### src/rtl/huff_pair_decoder.sv
// rtl/huff_pair_decoder.sv - bit-serial MP3 big-values Huffman pair decoder
//
// Purpose:
//   Consumes a serial bitstream one bit per handshake and decodes big-values
//   pairs using an external combinational codebook lookup. For each pair it
//   handles the escape/linbits extension and the sign bits, then presents a
//   signed (x, y) pair with ready/valid backpressure.
//
// Ports:
//   clk, rst          clock, synchronous active-high reset
//   start             one-cycle start request, sampled only in IDLE
//   cfg_linbits       linbits for the region, latched on start
//   cfg_num_pairs     number of pairs to decode, latched on start
//   bit_valid/ready   serial bit handshake; bit_data is MSB-first
//   lut_code/lut_len  codeword candidate presented to the codebook
//   lut_hit/x/y       codebook response (combinational)
//   out_valid/ready   pair handshake; x_val/y_val are two's complement
//   done              one-cycle pulse after the last pair is accepted
//   err               one-cycle pulse on codeword overflow
//   busy              decoder is not idle
//   err_count         saturating overflow counter (HUFF_ERR_CNT_EN only)
//
// Optional feature macro: HUFF_ERR_CNT_EN

module huff_pair_decoder #(
    parameter int MAX_BITS    = 19,
    parameter int LINBITS_MAX = 13,
    parameter int ESC_VAL     = 15,
    parameter int OUT_W       = 16,
    parameter int CNT_W       = 9
) (
    input  logic                clk,
    input  logic                rst,
    input  logic                start,
    input  logic [3:0]          cfg_linbits,
    input  logic [CNT_W-1:0]    cfg_num_pairs,
    input  logic                bit_valid,
    input  logic                bit_data,
    output logic                bit_ready,
    output logic [MAX_BITS-1:0] lut_code,
    output logic [4:0]          lut_len,
    input  logic                lut_hit,
    input  logic [3:0]          lut_x,
    input  logic [3:0]          lut_y,
    output logic                out_valid,
    input  logic                out_ready,
    output logic [OUT_W-1:0]    x_val,
    output logic [OUT_W-1:0]    y_val,
    output logic                done,
    output logic                err,
    output logic                busy
`ifdef HUFF_ERR_CNT_EN
    ,
    output logic [15:0]         err_count
`endif
);

    typedef enum logic [2:0] {
        S_IDLE,
        S_CODE,
        S_XLIN,
        S_XSIGN,
        S_YLIN,
        S_YSIGN,
        S_OUT
    } state_t;

    // The buffer only ever needs MAX_BITS-1 bits: the MAX_BITS-th bit is
    // either a hit or the overflow point, never stored.
    localparam int         BUF_W  = MAX_BITS - 1;
    localparam logic [3:0] ESC    = 4'(ESC_VAL);
    localparam logic [3:0] LB_MAX = 4'(LINBITS_MAX);
    localparam logic [4:0] LEN_LAST = 5'(MAX_BITS - 1);

    state_t                 state;
    logic [BUF_W-1:0]       code_buf;
    logic [4:0]             code_len;
    logic [3:0]             x_abs;
    logic [3:0]             y_abs;
    logic [LINBITS_MAX-1:0] linval_x;
    logic [LINBITS_MAX-1:0] linval_y;
    logic                   x_neg;
    logic [3:0]             lin_left;
    logic [3:0]             linbits;
    logic [CNT_W-1:0]       num_pairs;
    logic [CNT_W-1:0]       pair_cnt;

    logic                   take;
    logic                   code_ovf;
    logic [CNT_W-1:0]       pair_cnt_inc;
    state_t                 code_next;
    state_t                 xsign_next;

    // First applicable y stage for a given y abs value.
    function automatic state_t y_entry(input logic [3:0] ya, input logic [3:0] lb);
        if (ya == ESC && lb != 4'd0) begin
            return S_YLIN;
        end else if (ya != 4'd0) begin
            return S_YSIGN;
        end else begin
            return S_OUT;
        end
    endfunction

    // First applicable stage after a codeword hit. A zero x abs value can
    // never pick up linbits, so a zero abs value means a zero magnitude.
    function automatic state_t x_entry(input logic [3:0] xa, input logic [3:0] ya,
                                       input logic [3:0] lb);
        if (xa == ESC && lb != 4'd0) begin
            return S_XLIN;
        end else if (xa != 4'd0) begin
            return S_XSIGN;
        end else begin
            return y_entry(ya, lb);
        end
    endfunction

    // Unsigned magnitude abs+linval, then two's complement when negative.
    function automatic logic [OUT_W-1:0] signed_val(input logic [3:0] a,
                                                    input logic [LINBITS_MAX-1:0] lin,
                                                    input logic neg);
        logic [OUT_W-1:0] mag;
        mag = OUT_W'(a) + OUT_W'(lin);
        return neg ? (OUT_W'(0) - mag) : mag;
    endfunction

    assign bit_ready    = (state == S_CODE) || (state == S_XLIN) || (state == S_XSIGN) ||
                          (state == S_YLIN) || (state == S_YSIGN);
    assign busy         = (state != S_IDLE);
    assign take         = bit_valid && bit_ready;
    assign pair_cnt_inc = pair_cnt + 1'b1;
    assign code_next    = x_entry(lut_x, lut_y, linbits);
    assign xsign_next   = y_entry(y_abs, linbits);
    assign code_ovf     = (state == S_CODE) && take && !lut_hit && (code_len == LEN_LAST);

    // Codebook request: the bits collected so far with the incoming bit
    // appended. lut_len of zero tells the owner the request is idle.
    always_comb begin
        lut_code = '0;
        lut_len  = 5'd0;
        if (state == S_CODE && bit_valid) begin
            lut_code = {code_buf, bit_data};
            lut_len  = code_len + 5'd1;
        end
    end

    always_ff @(posedge clk) begin
        if (rst) begin
            state     <= S_IDLE;
            code_buf  <= '0;
            code_len  <= 5'd0;
            x_abs     <= 4'd0;
            y_abs     <= 4'd0;
            linval_x  <= '0;
            linval_y  <= '0;
            x_neg     <= 1'b0;
            lin_left  <= 4'd0;
            linbits   <= 4'd0;
            num_pairs <= '0;
            pair_cnt  <= '0;
            out_valid <= 1'b0;
            x_val     <= '0;
            y_val     <= '0;
            done      <= 1'b0;
            err       <= 1'b0;
        end else begin
            done <= 1'b0;
            err  <= 1'b0;
            case (state)
                S_IDLE: begin
                    if (start) begin
                        if (cfg_num_pairs == '0) begin
                            done <= 1'b1;
                        end else begin
                            num_pairs <= cfg_num_pairs;
                            linbits   <= (cfg_linbits > LB_MAX) ? LB_MAX : cfg_linbits;
                            pair_cnt  <= '0;
                            code_buf  <= '0;
                            code_len  <= 5'd0;
                            linval_x  <= '0;
                            linval_y  <= '0;
                            x_neg     <= 1'b0;
                            state     <= S_CODE;
                        end
                    end
                end

                S_CODE: begin
                    if (take) begin
                        if (lut_hit) begin
                            x_abs    <= lut_x;
                            y_abs    <= lut_y;
                            code_buf <= '0;
                            code_len <= 5'd0;
                            lin_left <= linbits;
                            state    <= code_next;
                            // Only a (0,0) codeword reaches OUT directly.
                            if (code_next == S_OUT) begin
                                x_val     <= '0;
                                y_val     <= '0;
                                out_valid <= 1'b1;
                            end
                        end else if (code_ovf) begin
                            err      <= 1'b1;
                            code_buf <= '0;
                            code_len <= 5'd0;
                            state    <= S_IDLE;
                        end else begin
                            code_buf <= {code_buf[BUF_W-2:0], bit_data};
                            code_len <= code_len + 5'd1;
                        end
                    end
                end

                S_XLIN: begin
                    if (take) begin
                        linval_x <= {linval_x[LINBITS_MAX-2:0], bit_data};
                        lin_left <= lin_left - 4'd1;
                        if (lin_left == 4'd1) begin
                            state <= S_XSIGN;
                        end
                    end
                end

                S_XSIGN: begin
                    if (take) begin
                        x_neg    <= bit_data;
                        lin_left <= linbits;
                        state    <= xsign_next;
                        if (xsign_next == S_OUT) begin
                            x_val     <= signed_val(x_abs, linval_x, bit_data);
                            y_val     <= '0;
                            out_valid <= 1'b1;
                        end
                    end
                end

                S_YLIN: begin
                    if (take) begin
                        linval_y <= {linval_y[LINBITS_MAX-2:0], bit_data};
                        lin_left <= lin_left - 4'd1;
                        if (lin_left == 4'd1) begin
                            state <= S_YSIGN;
                        end
                    end
                end

                S_YSIGN: begin
                    if (take) begin
                        x_val     <= signed_val(x_abs, linval_x, x_neg);
                        y_val     <= signed_val(y_abs, linval_y, bit_data);
                        out_valid <= 1'b1;
                        state     <= S_OUT;
                    end
                end

                S_OUT: begin
                    if (out_ready) begin
                        out_valid <= 1'b0;
                        pair_cnt  <= pair_cnt_inc;
                        if (pair_cnt_inc == num_pairs) begin
                            done  <= 1'b1;
                            state <= S_IDLE;
                        end else begin
                            linval_x <= '0;
                            linval_y <= '0;
                            x_neg    <= 1'b0;
                            state    <= S_CODE;
                        end
                    end
                end

                default: state <= S_IDLE;
            endcase
        end
    end

`ifdef HUFF_ERR_CNT_EN
    always_ff @(posedge clk) begin
        if (rst) begin
            err_count <= 16'd0;
        end else if (code_ovf && err_count != 16'hFFFF) begin
            err_count <= err_count + 16'd1;
        end
    end
`endif

endmodule
### config.mk
export PLATFORM = sky130hd
export DESIGN_NAME = huff_pair_decoder
export DESIGN_NICKNAME = d
export VERILOG_FILES = /design/src/rtl/huff_pair_decoder.sv
export SDC_FILE = /design/constraint.sdc
export NUM_CORES = 1
export LEC_CHECK = 0
export CORE_ASPECT_RATIO = 1.25
export CORE_MARGIN = 2
export CORE_UTILIZATION = 56
export DETAILED_ROUTE_END_ITERATION = 12
export PLACE_DENSITY = 0.81
export SKIP_CTS_REPAIR_TIMING = 1
export SYNTH_ARGS = -nofsm -noshare
export SYNTH_HDL_FRONTEND = slang
export SYNTH_SLANG_ARGS = --single-unit
### constraint.sdc
create_clock -name clk -period 3.35 [get_ports clk]
set_input_delay 0.5025 -clock clk [delete_from_list [all_inputs] [get_ports clk]]
set_output_delay 0.5025 -clock clk [all_outputs]
set_load 0.01 [all_outputs]
== Yosys cells after proc, flatten, opt, wreduce, memory -nomap -nowiden ==
Index checks and enable logic that the tools add are counted.
Word-level totals
  register bits: 122
  bits in latches: 0
  RAM bits: 0
  bits in read-only memories: 0
  input port bits: 28
  output and inout port bits: 61
  word-level logic and storage cells: 185
  memories kept: 0
Cells by class
  $add $sub $neg: 7
  multiply operators: 0
  div/mod/pow operators: 0
  order comparisons: 1
  eq/ne operators: 30
  shift operators: 0
  multiplexer cells: 86
  bitwise operators: 3
  reductions and logical operators: 41
Operator list (count)
  2-to-1 mux 16 bit: 12
  one-hot mux 16 bit (3 select lines): 2
  2-to-1 mux 18 bit: 5
  2-to-1 mux 13 bit: 6
  one-hot mux 13 bit (3 select lines): 2
  2-to-1 mux 3 bit: 14
  one-hot mux 18 bit (2 select lines): 1
  2-to-1 mux 5 bit: 6
  subtractor 1 x 14 -> 15 bit, first input constant: 2
  adder 4 x 13 -> 14 bit: 2
  2-to-1 mux 9 bit: 3
  one-hot mux 3 bit (7 select lines): 1
  2-to-1 mux 4 bit: 5
  inequality test 2 bit, second input constant: 10
  nonzero test 4 bit: 5
  2-to-1 mux 19 bit: 1
  2-to-1 mux 1 bit: 18
  one-hot mux 9 bit (2 select lines): 1
  AND reduction 6 bit: 3
  nonzero test 3 bit: 6
  == test 3 bit, second input constant: 5
  == test 4 bit, second input constant: 3
  one-hot mux 4 bit (3 select lines): 1
  AND reduction 11 bit: 1
  30 further kinds: 53

== Longest topological paths before layout ==
  depth in word-level cells: 13
  depth in mapped cells: 11
  depth with buffers taken out: 10

== Worst setup path after synthesis ==
OpenSTA, ideal clock, no wires.
  kind: register -> register
  start point: reg x_abs[0]
  end point: reg x_val[14]
  setup time: 0.117 ns
  arrival: 2.553 ns
  data required time: 3.233 ns
  path slack: 0.679 ns
  cell stages (with the launch flop): 10
  buffers on the path: 0
  clock period less this slack: 2.671 ns
  cells stage by stage: dfxtp_1 > ha_1 > fa_1 > a211oi_2 > nor3b_2 > o221ai_2 > a2111oi_4 > nand4_1 > nand3b_1 > a32o_1
Between the ends
  longest elaborated chain between the ends: 6
  elaborated cells between the ends (all ways): 8
Ends and longest elaborated chain
  from (decl): RTL line 78  | logic [3:0] x_abs;
  from (signal assigned): RTL line 191  | x_abs <= lut_x;
  adder 4 x 13 -> 14 bit (*): RTL line 123  | mag = OUT_W'(a) + OUT_W'(lin);
  subtractor 1 x 14 -> 15 bit (*): RTL line 124  | return neg ? (OUT_W'(0) - mag) : mag;
  2-to-1 mux 16 bit: RTL line 124
  2-to-1 mux 16 bit: RTL line 230  | if (xsign_next == S_OUT) begin
  2-to-1 mux 16 bit: RTL line 226  | if (take) begin
  one-hot mux 16 bit (3 select lines) (*): RTL line 169  | case (state)
  to (signal assigned): RTL line 231  | x_val <= signed_val(x_abs, linval_x, bit_data);
  to (signal assigned): RTL line 250  | x_val <= signed_val(x_abs, linval_x, x_neg);
  to (decl): RTL line 47  | output logic [OUT_W-1:0] x_val,
Mark *: on every way between the ends. The rest lies on a longest branch, timed or not. The select of a mux whose other input is x is not followed.
A chain may end at the register's enable or synchronous reset.

== Final worst setup path ==
Same ends and word-level chain as after synthesis.

==> metrics.cfg <==
[setup_path]
critPathLaunch=x_abs[0]
critical_path_class=register to register
crit_path_end_kind=register
critical_path_peak_fanout=4
endpoint=x_val[14]
start_kind=register
worstRegToRegCells=9
reg2reg_slack_ns=0.32
worstReg2RegEnd=x_val[14]
r2r_path_start=x_abs[0]
arrival_ns=3.34
critPathRequiredTime_ns=3.66

[placed_design]
dpl.hpwl_um=12400
place_congestion=0.919
io_buffer_count=88

[die]
top_level_ports=89
fp.dieH_um=130
placementRows=45
die_w_um=104
initial_utilization_pct=57.9
core_area_um2=12200
die-area_um2=13500

[yosys]
post_synthesis_compound_gate_area_fraction_pct=22.0
synthesis.nets=971
synth_async_sr_flop_share_pct=0
ys.flop_type=sky130_fd_sc_hd__dfxtp_1
synth_area_um2=7070
synth.mux.area_fraction_pct=1.58
postSynthAreaPerCell_um2=7.63
ys.warnings.count=0
post-synth-top-area-fraction_pct=34.0
synth_sequential_area_ratio_pct=34.0
synth_edf_count=0
post_synth_and_or_nand_nor_area_fraction_pct=28.3
synth_top_family_by_area=simple AND/OR/NAND/NOR gates
synth.ff_latch_count=120
netlist_instances=926
synth_xor_area_share_pct=6.07
post_synth_cell_types=73
post_synth_fa_ha_maj_area_fraction_pct=3.22
yosysTopAreaCell=sky130_fd_sc_hd__dfxtp_1
ys_top_cells_by_area=sky130_fd_sc_hd__dfxtp_1, sky130_fd_sc_hd__a21oi_1, sky130_fd_sc_hd__nand2_1

[route]
route.vias.total=6915
vias_per_cell=5.94
total_drc_errors_in_the_routed_layout=0
final_antenna_net_count=0
drt_pre_antenna_iters=5
route.detailed.wl_per_inst_um=15.4
drtIter0Drc=508
detail_route.wirelength_um=18000

[final_layout]
n_fill_cell=1004
post_route_cells_drive_above_1_share_pct=7.79
footprint_of_the_multi_input_gates_um2=4330
num-nets-final=1033
antenna_diode_count=0
final-seq-area_um2=2400
finish.utilization_pct=70.4
area_growth_syn_to_layout_pct=21.7

[grt]
first_pass_grt_wire_length_um=29500
grt_usage_pct=26.5
grt_antenna_before_repair=0
leftover_overflow_at_the_end_of_global_routing=0
first_global_vias=6152
maximum_number_of_pins_on_one_net_before_global_route_repair=81

[sta]
report.final.setup_viol=0
final.setup.tns_ns=0
fin_crit_share_pct=90.5
worst-slew-pin-transition_ns=0.876
maxClockFrequency_mhz=330
timing.slew.headroom_pct=41.4
fin_skew_ns=0.00811
final.min_clock_period_ns=3.03
setup_repair_after_global_routing_missed_its_margin=false
hold_viol_final=0
maxSlewViolCount=0

[clock_tree]
cts_tree=yes
clock_transition_at_the_register_clock_pins_on_the_worst_setup_and_hold_paths_after_cts_ns=0.06
clk_root_buffer_cell=sky130_fd_sc_hd__clkbuf_16
cts_sinks=120
htree_num_levels=4
clockBufferDepth=2
clock_insertion_delay_worst_skew_ns=0.42
cts_made_buffers=17

[outcome]
status=finished, final reports clean

[pwr]
total_leakage_power_nw=3.19
power_density_over_cell_area_nw_per_um2=514
report.power.total_mw=4.43
vdd_ir_drop_max_mv=0.371

[hold_path]
worstHoldPathType=register to register

[job]
max_cap_violations=0

[worst max-delay path, cell delays in order, from the launching register on]
cell	delay, ns
sky130_fd_sc_hd__dfxtp_1	0.31
sky130_fd_sc_hd__ha_1	0.24
sky130_fd_sc_hd__fa_1	0.45
sky130_fd_sc_hd__a211oi_2	0.34
sky130_fd_sc_hd__nor3b_2	0.25
sky130_fd_sc_hd__o221ai_2	0.17
sky130_fd_sc_hd__a2111oi_4	0.41
sky130_fd_sc_hd__nand4_1	0.25
sky130_fd_sc_hd__nand3b_1	0.23
sky130_fd_sc_hd__a32o_1	0.26
[layer usage]
metal | wire [µm] | GRT usage [%] | up-vias
li1 | - | - | 3434
met1 | 7800 | 32.6 | 3212
met2 | 8670 | 45.4 | 224
met3 | 983 | 5.43 | 45
met4 | 513 | 11.2 | 0
met5 | 0 | 0 | -
[synthesized netlist by cell type (3+ instances only)]
cell type and instances:
sky130_fd_sc_hd__buf_4 3, sky130_fd_sc_hd__a41oi_1 3, sky130_fd_sc_hd__o211a_1 4, sky130_fd_sc_hd__dfxtp_1 120, sky130_fd_sc_hd__a22oi_1 9, sky130_fd_sc_hd__a311oi_1 4
sky130_fd_sc_hd__and3_1 36, sky130_fd_sc_hd__nor3_1 18, sky130_fd_sc_hd__nand4_1 10, sky130_fd_sc_hd__mux2i_1 10, sky130_fd_sc_hd__o211ai_1 5, sky130_fd_sc_hd__xnor2_1 23
sky130_fd_sc_hd__a21oi_1 92, sky130_fd_sc_hd__o21a_1 5, sky130_fd_sc_hd__nand4b_1 6, sky130_fd_sc_hd__or3_1 5, sky130_fd_sc_hd__a31oi_1 13, sky130_fd_sc_hd__o221ai_1 3
sky130_fd_sc_hd__inv_1 21, sky130_fd_sc_hd__nand3_1 64, sky130_fd_sc_hd__nand2_1 115, sky130_fd_sc_hd__or4_1 4, sky130_fd_sc_hd__nand2b_1 8, sky130_fd_sc_hd__and2_1 5
sky130_fd_sc_hd__o31ai_1 8, sky130_fd_sc_hd__nand3b_1 5, sky130_fd_sc_hd__nor3b_1 7, sky130_fd_sc_hd__a211oi_1 9, sky130_fd_sc_hd__nor4_1 5, sky130_fd_sc_hd__clkbuf_1 51
sky130_fd_sc_hd__xor2_1 26, sky130_fd_sc_hd__nor2_1 95, sky130_fd_sc_hd__buf_1 4, sky130_fd_sc_hd__or2_2 9, sky130_fd_sc_hd__o21ai_0 45, sky130_fd_sc_hd__ha_1 15
sky130_fd_sc_hd__nor2b_1 5, sky130_fd_sc_hd__buf_2 5, sky130_fd_sc_hd__o221ai_2 3
[worst min-delay path by stage]
stage	slack, ns	cells past startpoint	startpoint	end
finish	0.45	2	code_buf[17]	code_buf[17]
global route	0.47	2	x_val[0]	x_val[0]
CTS	0.45	2	code_buf[17]	code_buf[17]
detailed placement	0.44	2	code_buf[17]	code_buf[17]
global placement	0.43	2	y_val[5]	y_val[5]
floorplan	0.43	2	code_buf[17]	code_buf[17]
[stage by stage]
stage | cell area (µm²) | hold WS [ns] | worst slack, ns | cells
4_1_cts | 8600 | 0.450 | 0.349 | 1165
3_3_place_gp | 8040 | 0.434 | 0.489 | 1133
6_report | 8600 | 0.447 | 0.317 | 1165
2_1_floorplan | 7070 | 0.427 | 0.679 | 926
5_1_grt | 8600 | 0.468 | 0.172 | 1165
3_5_place_dp | 8040 | 0.444 | 0.418 | 1133
[kinds of logic (layout without fill, tap and decap cells)]
| kind of cell | count (synthesis) | count (layout) |
|---|---|---|
| xor+xnor | 49 | 49 |
| simple gates | 408 | 408 |
| fa+ha+maj | 17 | 17 |
| mux | 11 | 11 |
| flops | 120 | 120 |
| compound gates | 236 | 236 |
| buf+inv | 85 | 160 |
[registers in the layout, summed over array words and instances, names as in the netlist]
signal and cells:
y_abs 4, linval_x 13, done 1, out_valid 1, linbits 4, num_pairs 9
y_val 15, x_neg 1, lin_left 4, x_abs 4, err 1, code_buf 18
code_len 5, state 3, pair_cnt 9, linval_y 13, x_val 15
[report_power, final]
| group | switching, mW | internal (mW) | total (mW) |
|---|---|---|---|
| sequential | 0.0548 | 1.48 | 1.54 |
| clock | 0.663 | 1.09 | 1.75 |
| combinational | 0.746 | 0.389 | 1.13 |
| total | 1.46 | 2.96 | 4.43 |
[layout make-up]
cell class,count,share of cell area [%]
clock buffers,20,5.08
well taps,164,2.39
multi-input cells,721,50.3
clock inverters,12,1.48
flip-flops and latches,120,27.9
repair buffers,107,11.9
inverters,21,0.916
[placed cells by master (no fill, tap or decap), drive strengths merged, types with 22 or more instances in the layout]
cell | synthesis | final
xnor2 | 23 | 23
nor2 | 96 | 96
o21ai | 48 | 48
clkdlybuf4s50 | 0 | 87
dfxtp | 120 | 120
and3 | 36 | 36
inv | 21 | 22
nand2 | 115 | 115
nand3 | 64 | 64
a21oi | 94 | 94
xor2 | 26 | 26
Note: power is estimated with default switching activity, not from simulation.
